[src/rtl/arb_burst_sched_pkg.sv]
// ---------------------------------------------------------------------------
// arb_burst_sched_pkg
//   Shared types for the two-source burst scheduler: the arbiter state
//   encoding and the source identifiers used for data_source / last_src.
// ---------------------------------------------------------------------------
package arb_burst_sched_pkg;

   typedef enum logic [1:0] {
      IDLE    = 2'd0,
      GRANT0  = 2'd1,
      GRANT1  = 2'd2,
      RELEASE = 2'd3
   } arb_state_t;

   localparam logic SRC_SLV0 = 1'b0;
   localparam logic SRC_SLV1 = 1'b1;

endpackage

[src/rtl/arb_burst_sched_if.sv]
// ---------------------------------------------------------------------------
// arb_burst_sched_if
//   Bus bundle between the two beat sources, the downstream master/FIFO and
//   the scheduler.
//   slave  modport : scheduler side (sources and downstream status in,
//                    readies / forwarded beat / status out)
//   master modport : environment side (drives sources and downstream status)
// ---------------------------------------------------------------------------
interface arb_burst_sched_if #(
   parameter int DW    = 32,
   parameter int CNT_W = 16
);
   logic [1:0]       slv0_mode;
   logic             slv0_data_valid;
   logic [7:0]       slv0_proc_valid;
   logic [DW-1:0]    slv0_data;
   logic [1:0]       slv1_mode;
   logic             slv1_data_valid;
   logic [7:0]       slv1_proc_valid;
   logic [DW-1:0]    slv1_data;
   logic             mstr0_cmplt;
   logic             fifo_full;
   logic             slv0_ready;
   logic             slv1_ready;
   logic [1:0]       slvx_mode;
   logic             slvx_data_valid;
   logic [7:0]       slvx_proc_val;
   logic [DW-1:0]    slvx_data;
   logic             data_source;
   logic             burst_timeout;
   logic [CNT_W-1:0] burst_beats;

   modport slave (
      input  slv0_mode, slv0_data_valid, slv0_proc_valid, slv0_data,
      input  slv1_mode, slv1_data_valid, slv1_proc_valid, slv1_data,
      input  mstr0_cmplt, fifo_full,
      output slv0_ready, slv1_ready,
      output slvx_mode, slvx_data_valid, slvx_proc_val, slvx_data,
      output data_source, burst_timeout, burst_beats
   );

   modport master (
      output slv0_mode, slv0_data_valid, slv0_proc_valid, slv0_data,
      output slv1_mode, slv1_data_valid, slv1_proc_valid, slv1_data,
      output mstr0_cmplt, fifo_full,
      input  slv0_ready, slv1_ready,
      input  slvx_mode, slvx_data_valid, slvx_proc_val, slvx_data,
      input  data_source, burst_timeout, burst_beats
   );
endinterface

[src/rtl/arb_burst_sched_rr_pick.sv]
// ---------------------------------------------------------------------------
// arb_burst_sched_rr_pick
//   Combinational 2-way round-robin pick.
//   i_req[1:0]  : request per source (bit n = source n)
//   i_last_src  : source that owned the previous burst
//   o_gnt_src   : chosen source
//   o_gnt_vld   : at least one request present
// ---------------------------------------------------------------------------
module arb_burst_sched_rr_pick
   import arb_burst_sched_pkg::*;
(
   input  logic [1:0] i_req,
   input  logic       i_last_src,
   output logic       o_gnt_src,
   output logic       o_gnt_vld
);

   always_comb begin
      o_gnt_vld = |i_req;
      o_gnt_src = SRC_SLV0;
      // Under contention the source that did not own the last burst wins.
      if (i_req == 2'b11) begin
         o_gnt_src = ~i_last_src;
      end else if (i_req[1]) begin
         o_gnt_src = SRC_SLV1;
      end
   end

endmodule

[src/rtl/arb_burst_sched.sv]
// ---------------------------------------------------------------------------
// arb_burst_sched
//   Two-source burst scheduler. Grants slv0 or slv1 the datapath for a whole
//   burst (grant until mstr0_cmplt or idle watchdog), round-robin between
//   the sources, stalls on fifo_full, and forwards accepted beats one cycle
//   later on the slvx_* bus tagged with data_source.
// Ports
//   clk  : clock, all logic on posedge
//   rst  : synchronous active-high reset
//   bus  : arb_burst_sched_if.slave
//          in : slvN_mode/data_valid/proc_valid/data, mstr0_cmplt, fifo_full
//          out: slvN_ready (comb), slvx_mode/data_valid/proc_val/data,
//               data_source, burst_timeout (comb pulse), burst_beats
// ---------------------------------------------------------------------------
module arb_burst_sched
   import arb_burst_sched_pkg::*;
#(
   parameter int DW       = 32,
   parameter int IDLE_MAX = 64,
   parameter int CNT_W    = 16
) (
   input  logic                clk,
   input  logic                rst,
   arb_burst_sched_if.slave    bus
);

   localparam int            IW        = $clog2(IDLE_MAX);
   localparam logic [IW-1:0] IDLE_LAST = IW'(IDLE_MAX - 1);

   function automatic logic [CNT_W-1:0] sat_inc(input logic [CNT_W-1:0] v);
      return (&v) ? v : v + CNT_W'(1);
   endfunction

   arb_state_t       r_state;
   arb_state_t       w_state_nxt;
   logic             r_last_src;
   logic [IW-1:0]    r_idle_cnt;
   logic [1:0]       r_mode;
   logic             r_src;
   logic [CNT_W-1:0] r_beats;
   logic             r_vld_p1;
   logic [7:0]       r_proc_p1;
   logic [DW-1:0]    r_data_p1;

   logic             w_gnt_src;
   logic             w_gnt_vld;
   logic             w_rdy0;
   logic             w_rdy1;
   logic             w_granted;
   logic             w_xfer;
   logic             w_idle_cyc;
   logic             w_timeout;
   logic [7:0]       w_src_proc;
   logic [DW-1:0]    w_src_data;

   arb_burst_sched_rr_pick u_rr_pick (
      .i_req      ({bus.slv1_data_valid, bus.slv0_data_valid}),
      .i_last_src (r_last_src),
      .o_gnt_src  (w_gnt_src),
      .o_gnt_vld  (w_gnt_vld)
   );

   always_comb begin
      w_granted  = (r_state == GRANT0) || (r_state == GRANT1);
      w_rdy0     = (r_state == GRANT0) && !bus.fifo_full;
      w_rdy1     = (r_state == GRANT1) && !bus.fifo_full;
      w_xfer     = (w_rdy0 && bus.slv0_data_valid) || (w_rdy1 && bus.slv1_data_valid);
      // fifo_full cycles are neither idle nor active: the count holds.
      w_idle_cyc = w_granted && !bus.fifo_full && !w_xfer;
      w_timeout  = w_idle_cyc && (r_idle_cnt == IDLE_LAST);
      w_src_data = (r_state == GRANT1) ? bus.slv1_data       : bus.slv0_data;
      w_src_proc = (r_state == GRANT1) ? bus.slv1_proc_valid : bus.slv0_proc_valid;
   end

   always_comb begin
      w_state_nxt = r_state;
      case (r_state)
         IDLE:    if (w_gnt_vld) w_state_nxt = (w_gnt_src == SRC_SLV1) ? GRANT1 : GRANT0;
         GRANT0,
         GRANT1:  if (bus.mstr0_cmplt || w_timeout) w_state_nxt = RELEASE;
         RELEASE: w_state_nxt = IDLE;
         default: w_state_nxt = IDLE;
      endcase
   end

   always_ff @(posedge clk) begin
      if (rst) r_state <= IDLE;
      else     r_state <= w_state_nxt;
   end

   always_ff @(posedge clk) begin
      if (rst) begin
         r_last_src <= SRC_SLV1;
         r_idle_cnt <= '0;
         r_mode     <= '0;
         r_src      <= SRC_SLV0;
         r_beats    <= '0;
      end else begin
         if (r_state == IDLE && w_gnt_vld) begin
            r_mode  <= (w_gnt_src == SRC_SLV1) ? bus.slv1_mode : bus.slv0_mode;
            r_src   <= w_gnt_src;
            r_beats <= '0;
         end else if (w_xfer) begin
            r_beats <= sat_inc(r_beats);
         end

         if (r_state == RELEASE || w_xfer || w_timeout) r_idle_cnt <= '0;
         else if (w_idle_cyc)                           r_idle_cnt <= r_idle_cnt + IW'(1);

         if (r_state == RELEASE) r_last_src <= r_src;
      end
   end

   // ---- stage p1: registered beat forward ----
   always_ff @(posedge clk) begin
      if (rst) begin
         r_vld_p1  <= 1'b0;
         r_proc_p1 <= '0;
         r_data_p1 <= '0;
      end else begin
         r_vld_p1 <= w_xfer;
         if (w_xfer) begin
            r_proc_p1 <= w_src_proc;
            r_data_p1 <= w_src_data;
         end
      end
   end

   assign bus.slv0_ready      = w_rdy0;
   assign bus.slv1_ready      = w_rdy1;
   assign bus.slvx_mode       = r_mode;
   assign bus.slvx_data_valid = r_vld_p1;
   assign bus.slvx_proc_val   = r_proc_p1;
   assign bus.slvx_data       = r_data_p1;
   assign bus.data_source     = r_src;
   assign bus.burst_timeout   = w_timeout;
   assign bus.burst_beats     = r_beats;

endmodule

[src/flat_wrapper.sv]
// flat-port wrapper written by rule: the top's interface ports become plain ports
module arb_burst_sched_flat import arb_burst_sched_pkg::*;
#(
   parameter int DW       = 32,
   parameter int IDLE_MAX = 64,
   parameter int CNT_W    = 16
)
  (clk, rst, bus_slv0_mode, bus_slv0_data_valid, bus_slv0_proc_valid, bus_slv0_data, bus_slv1_mode, bus_slv1_data_valid, bus_slv1_proc_valid, bus_slv1_data, bus_mstr0_cmplt, bus_fifo_full, bus_slv0_ready, bus_slv1_ready, bus_slvx_mode, bus_slvx_data_valid, bus_slvx_proc_val, bus_slvx_data, bus_data_source, bus_burst_timeout, bus_burst_beats);
  arb_burst_sched_if #(.DW(DW), .CNT_W(CNT_W)) bus_i ();
  input  logic clk;
  input  logic rst;
  input wire logic [$bits(bus_i.slv0_mode)-1:0] bus_slv0_mode;
  input wire logic [$bits(bus_i.slv0_data_valid)-1:0] bus_slv0_data_valid;
  input wire logic [$bits(bus_i.slv0_proc_valid)-1:0] bus_slv0_proc_valid;
  input wire logic [$bits(bus_i.slv0_data)-1:0] bus_slv0_data;
  input wire logic [$bits(bus_i.slv1_mode)-1:0] bus_slv1_mode;
  input wire logic [$bits(bus_i.slv1_data_valid)-1:0] bus_slv1_data_valid;
  input wire logic [$bits(bus_i.slv1_proc_valid)-1:0] bus_slv1_proc_valid;
  input wire logic [$bits(bus_i.slv1_data)-1:0] bus_slv1_data;
  input wire logic [$bits(bus_i.mstr0_cmplt)-1:0] bus_mstr0_cmplt;
  input wire logic [$bits(bus_i.fifo_full)-1:0] bus_fifo_full;
  output wire logic [$bits(bus_i.slv0_ready)-1:0] bus_slv0_ready;
  output wire logic [$bits(bus_i.slv1_ready)-1:0] bus_slv1_ready;
  output wire logic [$bits(bus_i.slvx_mode)-1:0] bus_slvx_mode;
  output wire logic [$bits(bus_i.slvx_data_valid)-1:0] bus_slvx_data_valid;
  output wire logic [$bits(bus_i.slvx_proc_val)-1:0] bus_slvx_proc_val;
  output wire logic [$bits(bus_i.slvx_data)-1:0] bus_slvx_data;
  output wire logic [$bits(bus_i.data_source)-1:0] bus_data_source;
  output wire logic [$bits(bus_i.burst_timeout)-1:0] bus_burst_timeout;
  output wire logic [$bits(bus_i.burst_beats)-1:0] bus_burst_beats;
  assign bus_i.slv0_mode = bus_slv0_mode;
  assign bus_i.slv0_data_valid = bus_slv0_data_valid;
  assign bus_i.slv0_proc_valid = bus_slv0_proc_valid;
  assign bus_i.slv0_data = bus_slv0_data;
  assign bus_i.slv1_mode = bus_slv1_mode;
  assign bus_i.slv1_data_valid = bus_slv1_data_valid;
  assign bus_i.slv1_proc_valid = bus_slv1_proc_valid;
  assign bus_i.slv1_data = bus_slv1_data;
  assign bus_i.mstr0_cmplt = bus_mstr0_cmplt;
  assign bus_i.fifo_full = bus_fifo_full;
  assign bus_slv0_ready = bus_i.slv0_ready;
  assign bus_slv1_ready = bus_i.slv1_ready;
  assign bus_slvx_mode = bus_i.slvx_mode;
  assign bus_slvx_data_valid = bus_i.slvx_data_valid;
  assign bus_slvx_proc_val = bus_i.slvx_proc_val;
  assign bus_slvx_data = bus_i.slvx_data;
  assign bus_data_source = bus_i.data_source;
  assign bus_burst_timeout = bus_i.burst_timeout;
  assign bus_burst_beats = bus_i.burst_beats;
  arb_burst_sched #(.DW(DW), .IDLE_MAX(IDLE_MAX), .CNT_W(CNT_W)) u_core (.clk(clk), .rst(rst), .bus(bus_i));
endmodule
[config.mk]
export PLATFORM = sky130hd
export DESIGN_NAME = arb_burst_sched_flat
export DESIGN_NICKNAME = d
export VERILOG_FILES = /design/src/rtl/arb_burst_sched_pkg.sv /design/src/rtl/arb_burst_sched_if.sv /design/src/rtl/arb_burst_sched_rr_pick.sv /design/src/rtl/arb_burst_sched.sv /design/src/flat_wrapper.sv
export SDC_FILE = /design/constraint.sdc
export NUM_CORES = 1
export LEC_CHECK = 0
export CAP_MARGIN = 40
export CORE_MARGIN = 1.5
export CORE_UTILIZATION = 45
export CTS_BUF_LIST = sky130_fd_sc_hd__clkbuf_16
export CTS_CLUSTER_SIZE = 24
export DETAILED_ROUTE_END_ITERATION = 8
export GPL_TIMING_DRIVEN = 0
export PLACE_DENSITY = 0.87
export SYNTH_ARGS = -nofsm -noshare
export SYNTH_HDL_FRONTEND = slang
export SYNTH_HIERARCHICAL = 1
export SYNTH_SLANG_ARGS = --single-unit
[constraint.sdc]
create_clock -name clk -period 4.8 [get_ports clk]
set_input_delay 0.48 -clock clk [delete_from_list [all_inputs] [get_ports clk]]
set_output_delay 0.48 -clock clk [all_outputs]
set_load 0.01 [all_outputs]
# Yosys cells after proc, flatten, opt, wreduce, memory -nomap -nowiden
# Cells that the tools add are included.
[word_totals] regBits=69 input_bits=90 output_inout_bits=63 elab_cells=52
[op_classes] n_addsub=2 n_eq_ne=7 n_mux=9 bitwise_logic=2 n_reduce_logical=23
[ops] operator="$mux W32" n=1
[ops] operator="$add A16 B1 Y16 const B" n=1
[ops] operator="$reduce_and A16 Y1" n=1
[ops] operator="$logic_and A1 B1 Y1" n=8
[ops] operator="$mux W2" n=4
[ops] operator="$mux W8" n=1
[ops] operator="$reduce_or A2 Y1" n=4
[ops] operator="$add A6 B1 Y6 const B" n=1
[ops] operator="$eq A2 B2 Y1 const B" n=3
[ops] operator="$eq A6 B6 Y1 const B" n=1
[ops] operator="$pmux W2 S3" n=1
[ops] operator="$logic_or A1 B1 Y1" n=5
[ops] operator="$ne A2 B1 Y1 const B" n=2
[ops] operator="$reduce_and A2 Y1" n=2
[ops] operator="$eq A2 B1 Y1 const B" n=1
[ops] operator="$logic_not A1 Y1" n=2
[ops] operator="$logic_not A2 Y1" n=1
[ops] operator="$mux W1" n=2
[ops] operator="$not A1 Y1" n=2

# Longest topological paths before layout
[depth] depth_word=10 ltp_mapped=9 depth_no_buf=7

# Modules after synthesis
# Netlist, hierarchy kept.
[by_module_without_submodules] module="arb_burst_sched" instances=1 cells_each=358 area_each_um2=3275.6 seq_area_each_um2=1381.3
[by_module_without_submodules] module="arb_burst_sched_rr_pick" instances=1 cells_each=2 area_each_um2=13.8 seq_area_each_um2=0.0

# Worst setup path before layout
# No wires, ideal clock.
[synth_path] path_type="reg2out" from="register u_core.r_state[0]" to="output bus_burst_timeout" arrival_time_ns=1.656 required_ns=4.320 slack_ns=2.664 path_stages_with_launch=7 n_path_buf=1 cell_sequence="dfxtp_1 inv_1 ha_1 buf_4 a22o_1 or4_4 inv_1"
[synth_between] elab_chain_len=7
[synth_lines] element="start: declaration" line_no="arb_burst_sched.sv:34" text="arb_state_t r_state;"
[synth_lines] element="start signal: assignment" line_no="arb_burst_sched.sv:88" text="else r_state <= w_state_nxt;"
[synth_lines] element="$eq A2 B1 Y1 / $eq A2 B2 Y1 (equally long branches)" line_no="arb_burst_sched.sv:64, arb_burst_sched.sv:65, arb_burst_sched.sv:66"
[synth_lines] element="$logic_and A1 B1 Y1 (on tied branches)" line_no="arb_burst_sched.sv:65, arb_burst_sched.sv:66"
[synth_lines] element="$logic_and A1 B1 Y1" line_no="arb_burst_sched.sv:67" text="w_xfer = (w_rdy0 && bus.slv0_data_valid) || (w_rdy1 && bus.slv1_data_valid);"
[synth_lines] element="$logic_or A1 B1 Y1" line_no="arb_burst_sched.sv:67"
[synth_lines] element="$logic_not A1 Y1" line_no="arb_burst_sched.sv:69" text="w_idle_cyc = w_granted && !bus.fifo_full && !w_xfer;"
[synth_lines] element="$logic_and A1 B1 Y1 *" line_no="arb_burst_sched.sv:69"
[synth_lines] element="$logic_and A1 B1 Y1 *" line_no="arb_burst_sched.sv:70" text="w_timeout = w_idle_cyc && (r_idle_cnt == IDLE_LAST);"
[synth_lines] element="end: declaration" line_no="flat_wrapper.sv:29" text="output wire logic [$bits(bus_i.burst_timeout)-1:0] bus_burst_timeout;"
# Mark *: on every way between the ends. The rest lies on a longest branch, timed or not.

# Worst setup path in the final report
# Same ends and word-level chain as after synthesis.

==> results_dict.tcl <==
set metrics [dict create \
    tightest_slew_ps 762 \
    rsz0062_at_grt "no" \
    status "complete, no violations" \
    setup_violations 0 \
    max_freq_mhz 319 \
    cts_tree "yes" \
    ys_seq_area_share_pct 42.0 \
    power_density_nw_per_um2 434 \
    wire_per_inst_um 15.2 \
    min_period_over_period_pct 65.2 \
    ctsHoldBuffers 0 \
    synth_flop_cell "dfxtp_1" \
    fill_cells 489 \
    io_buffers 151 \
    r2r_slack_ps 2480 \
    synth_area_leaders "dfxtp_1 42%, mux2i_1 13%, a211oi_1 10%" \
    fin_crit_ps 3130 \
    num_vias 3422 \
    multi_input_area_um2 1790 \
    syn_to_final_growth_pct 58.7 \
    drcViolationCount 0 \
    synth_cells 360 \
    clock_latency_ps 330 \
    path_max_fanout 7 \
    vias_per_cell 5.49 \
    gp_congestion 0.925 \
    end_kind "output pin" \
    layout-drive-gt1-share_pct 3.80 \
    place_hpwl_um 7290 \
    grt_pass1_wl_um 14900 \
    die_y_um 88.5 \
    synth.largest_area_cell "dfxtp_1" \
    required_ps 4320 \
    antenna_found_initial 0 \
    core.rowCount 30 \
    final_antenna_net_count 0 \
    synth_most_common_cell "dfxtp_1" \
    seqCellArea_um2 1380 \
    clock-skew-final_ps 6.90 \
    cts_buffer_depth 2 \
    hold_violations 0 \
    vdd_drop_max_uv 256 \
    synth_top_area_share_pct 42.0 \
    ioPinCount 153 \
    avgSynthCellArea_um2 9.14 \
    grtUsageTotal_pct 24.9 \
    core_um2 6940 \
    whs_ps 500 \
    slew_violations 0 \
    synth_edf_count 0 \
    finalSetupTns_ps 0 \
    netlist_area_um2 3290 \
    ys_warn_count 6 \
    cts_resized 0 \
    grt_pass1_vias 3205 \
    h-tree-depth 3 \
    synth-seq-cells 69 \
    relSlewSlack_pct 49.2 \
    cp.arrival_ps 2650 \
    holdCritPathClass "flip-flop to flip-flop" \
    clk_pin_slew_ps 60 \
    wl_um 9500 \
    postCtsSetupBuffers 0 \
    synth_commonest_cells "69 x dfxtp_1, 48 x nor2_1, 44 x a211oi_1, 44 x mux2i_1, 22 x clkbuf_1" \
    cts_root_buf "clkbuf_16" \
    die_x_um 88.5 \
    synth_nets 457 \
    cap_viol_max_count 0 \
    start_util_pct 47.4 \
    cts_made_buffers 9 \
    clkSinkCount 69 \
    crit_type "flip-flop to output pin" \
    die_area_um2 7830 \
    grt_overflow 0 \
    dr.pass1.iters 4 \
    synth_cell_type_count 39 \
    final_nets 619 \
    n_antenna_cell 0 \
    final_util_pct 75.2 \
    grt_max_degree 14 \
    p_leak_uw 0.00173 \
    initialDrtViolationCount 127 \
    start_kind "flip-flop" \
    synthArstFlopShare_pct 0 \
]
-- metal layers --
metal | share of wire, % | up-vias | track usage [%]
met1 | 40 | 1586 | 27.4
met3 | 8.1 | 16 | 8.30
met5 | 0 | - | 0
met4 | 1.7 | 0 | 8.95
li1 | - | 1677 | -
met2 | 50 | 143 | 44.6
-- per-stage QoR --
step           std cells  worst slack (ps)  area, um2  total power [uW]
4_1_cts              623              1660       5220              2280
2_1_floorplan        360              2660       3290              1250
3_3_place_gp         607              1780       4920              1590
3_5_place_dp         607              1780       4920              1610
6_report             623              1670       5220              2270
5_1_grt              623              1590       5220              2390
-- state kept, by name, summed over array words and instances (netlist names) --
register,flops
u_core/bus.slvx_data,32
u_core/bus.burst_beats,16
u_core/bus.slvx_proc_val,8
u_core/r_idle_cnt,6
u_core/bus.slvx_mode,2
u_core/r_state,2
u_core/bus.data_source,1
u_core/bus.slvx_data_valid,1
u_core/r_last_src,1
-- placed cells by master (no fill, tap or decap), drive strengths merged, types with 3 or more instances in the layout --
master           n
buf              4
mux2i           44
clkdlybuf4s50  151
or3              4
xnor2            3
o21a             3
dfxtp           69
nor3             5
or4              9
nand2b           7
nand2           11
inv              8
clkbuf          31
nor4             6
nor2            48
ha               7
nand4            5
a211oi          44
o31ai            8
a21oi           18
clkinv           3
nor2b            5
nand3           10
o21ai            3
-- kinds of logic after synthesis --
family / Yosys count / share of synthesized area [%]
flip-flops: 69 / 42.0
AND/OR/NAND/NOR: 116 / 17.8
adder cells (fa/ha/maj): 7 / 2.66
XOR/XNOR: 5 / 1.33
multiplexers: 44 / 13.4
AO/OA/AOI/OAI: 88 / 19.1
buffers and inverters: 31 / 3.73
-- path summary, 6_finish.rpt --
kind,to,startpoint,cells after the start
hold reg to reg,u_core/bus.slvx_data[13]$_SDFFE_PP0P_,u_core/bus.slvx_data[13]$_SDFFE_PP0P_,2
hold / removal,u_core/bus.slvx_data[13]$_SDFFE_PP0P_,u_core/bus.slvx_data[13]$_SDFFE_PP0P_,2
setup / recovery,bus_burst_timeout,u_core/r_state[0]$_SDFFE_PP0P_,7
setup reg to reg,u_core/bus.slvx_data[2]$_SDFFE_PP0P_,u_core/r_state[0]$_SDFFE_PP0P_,9
-- final cells by class --
type | instances | share of cell area, %
timing repair buffer | 151 | 29.0
multi-input combinational | 260 | 34.2
clock buffer | 9 | 4.31
clock inverter | 7 | 1.41
buffer | 26 | 1.99
inverter | 5 | 0.360
sequential | 69 | 26.5
tap | 96 | 2.30
-- critical path, stage by stage, from the launching register on --
cell and delay, ps:
dfxtp_1 360, inv_1 100, ha_1 200, buf_4 160, a22o_1 270, or4_4 590
inv_1 90, clkdlybuf4s50_1 550
-- power breakdown --
part | internal [uW] | switching [uW] | leakage (uW) | total (uW)
Sequential | 671 | 56.5 | 0.000561 | 727
Combinational | 439 | 445 | 0.00102 | 883
Clock | 404 | 252 | 0.000152 | 656
(Power assumes the default switching activity.)
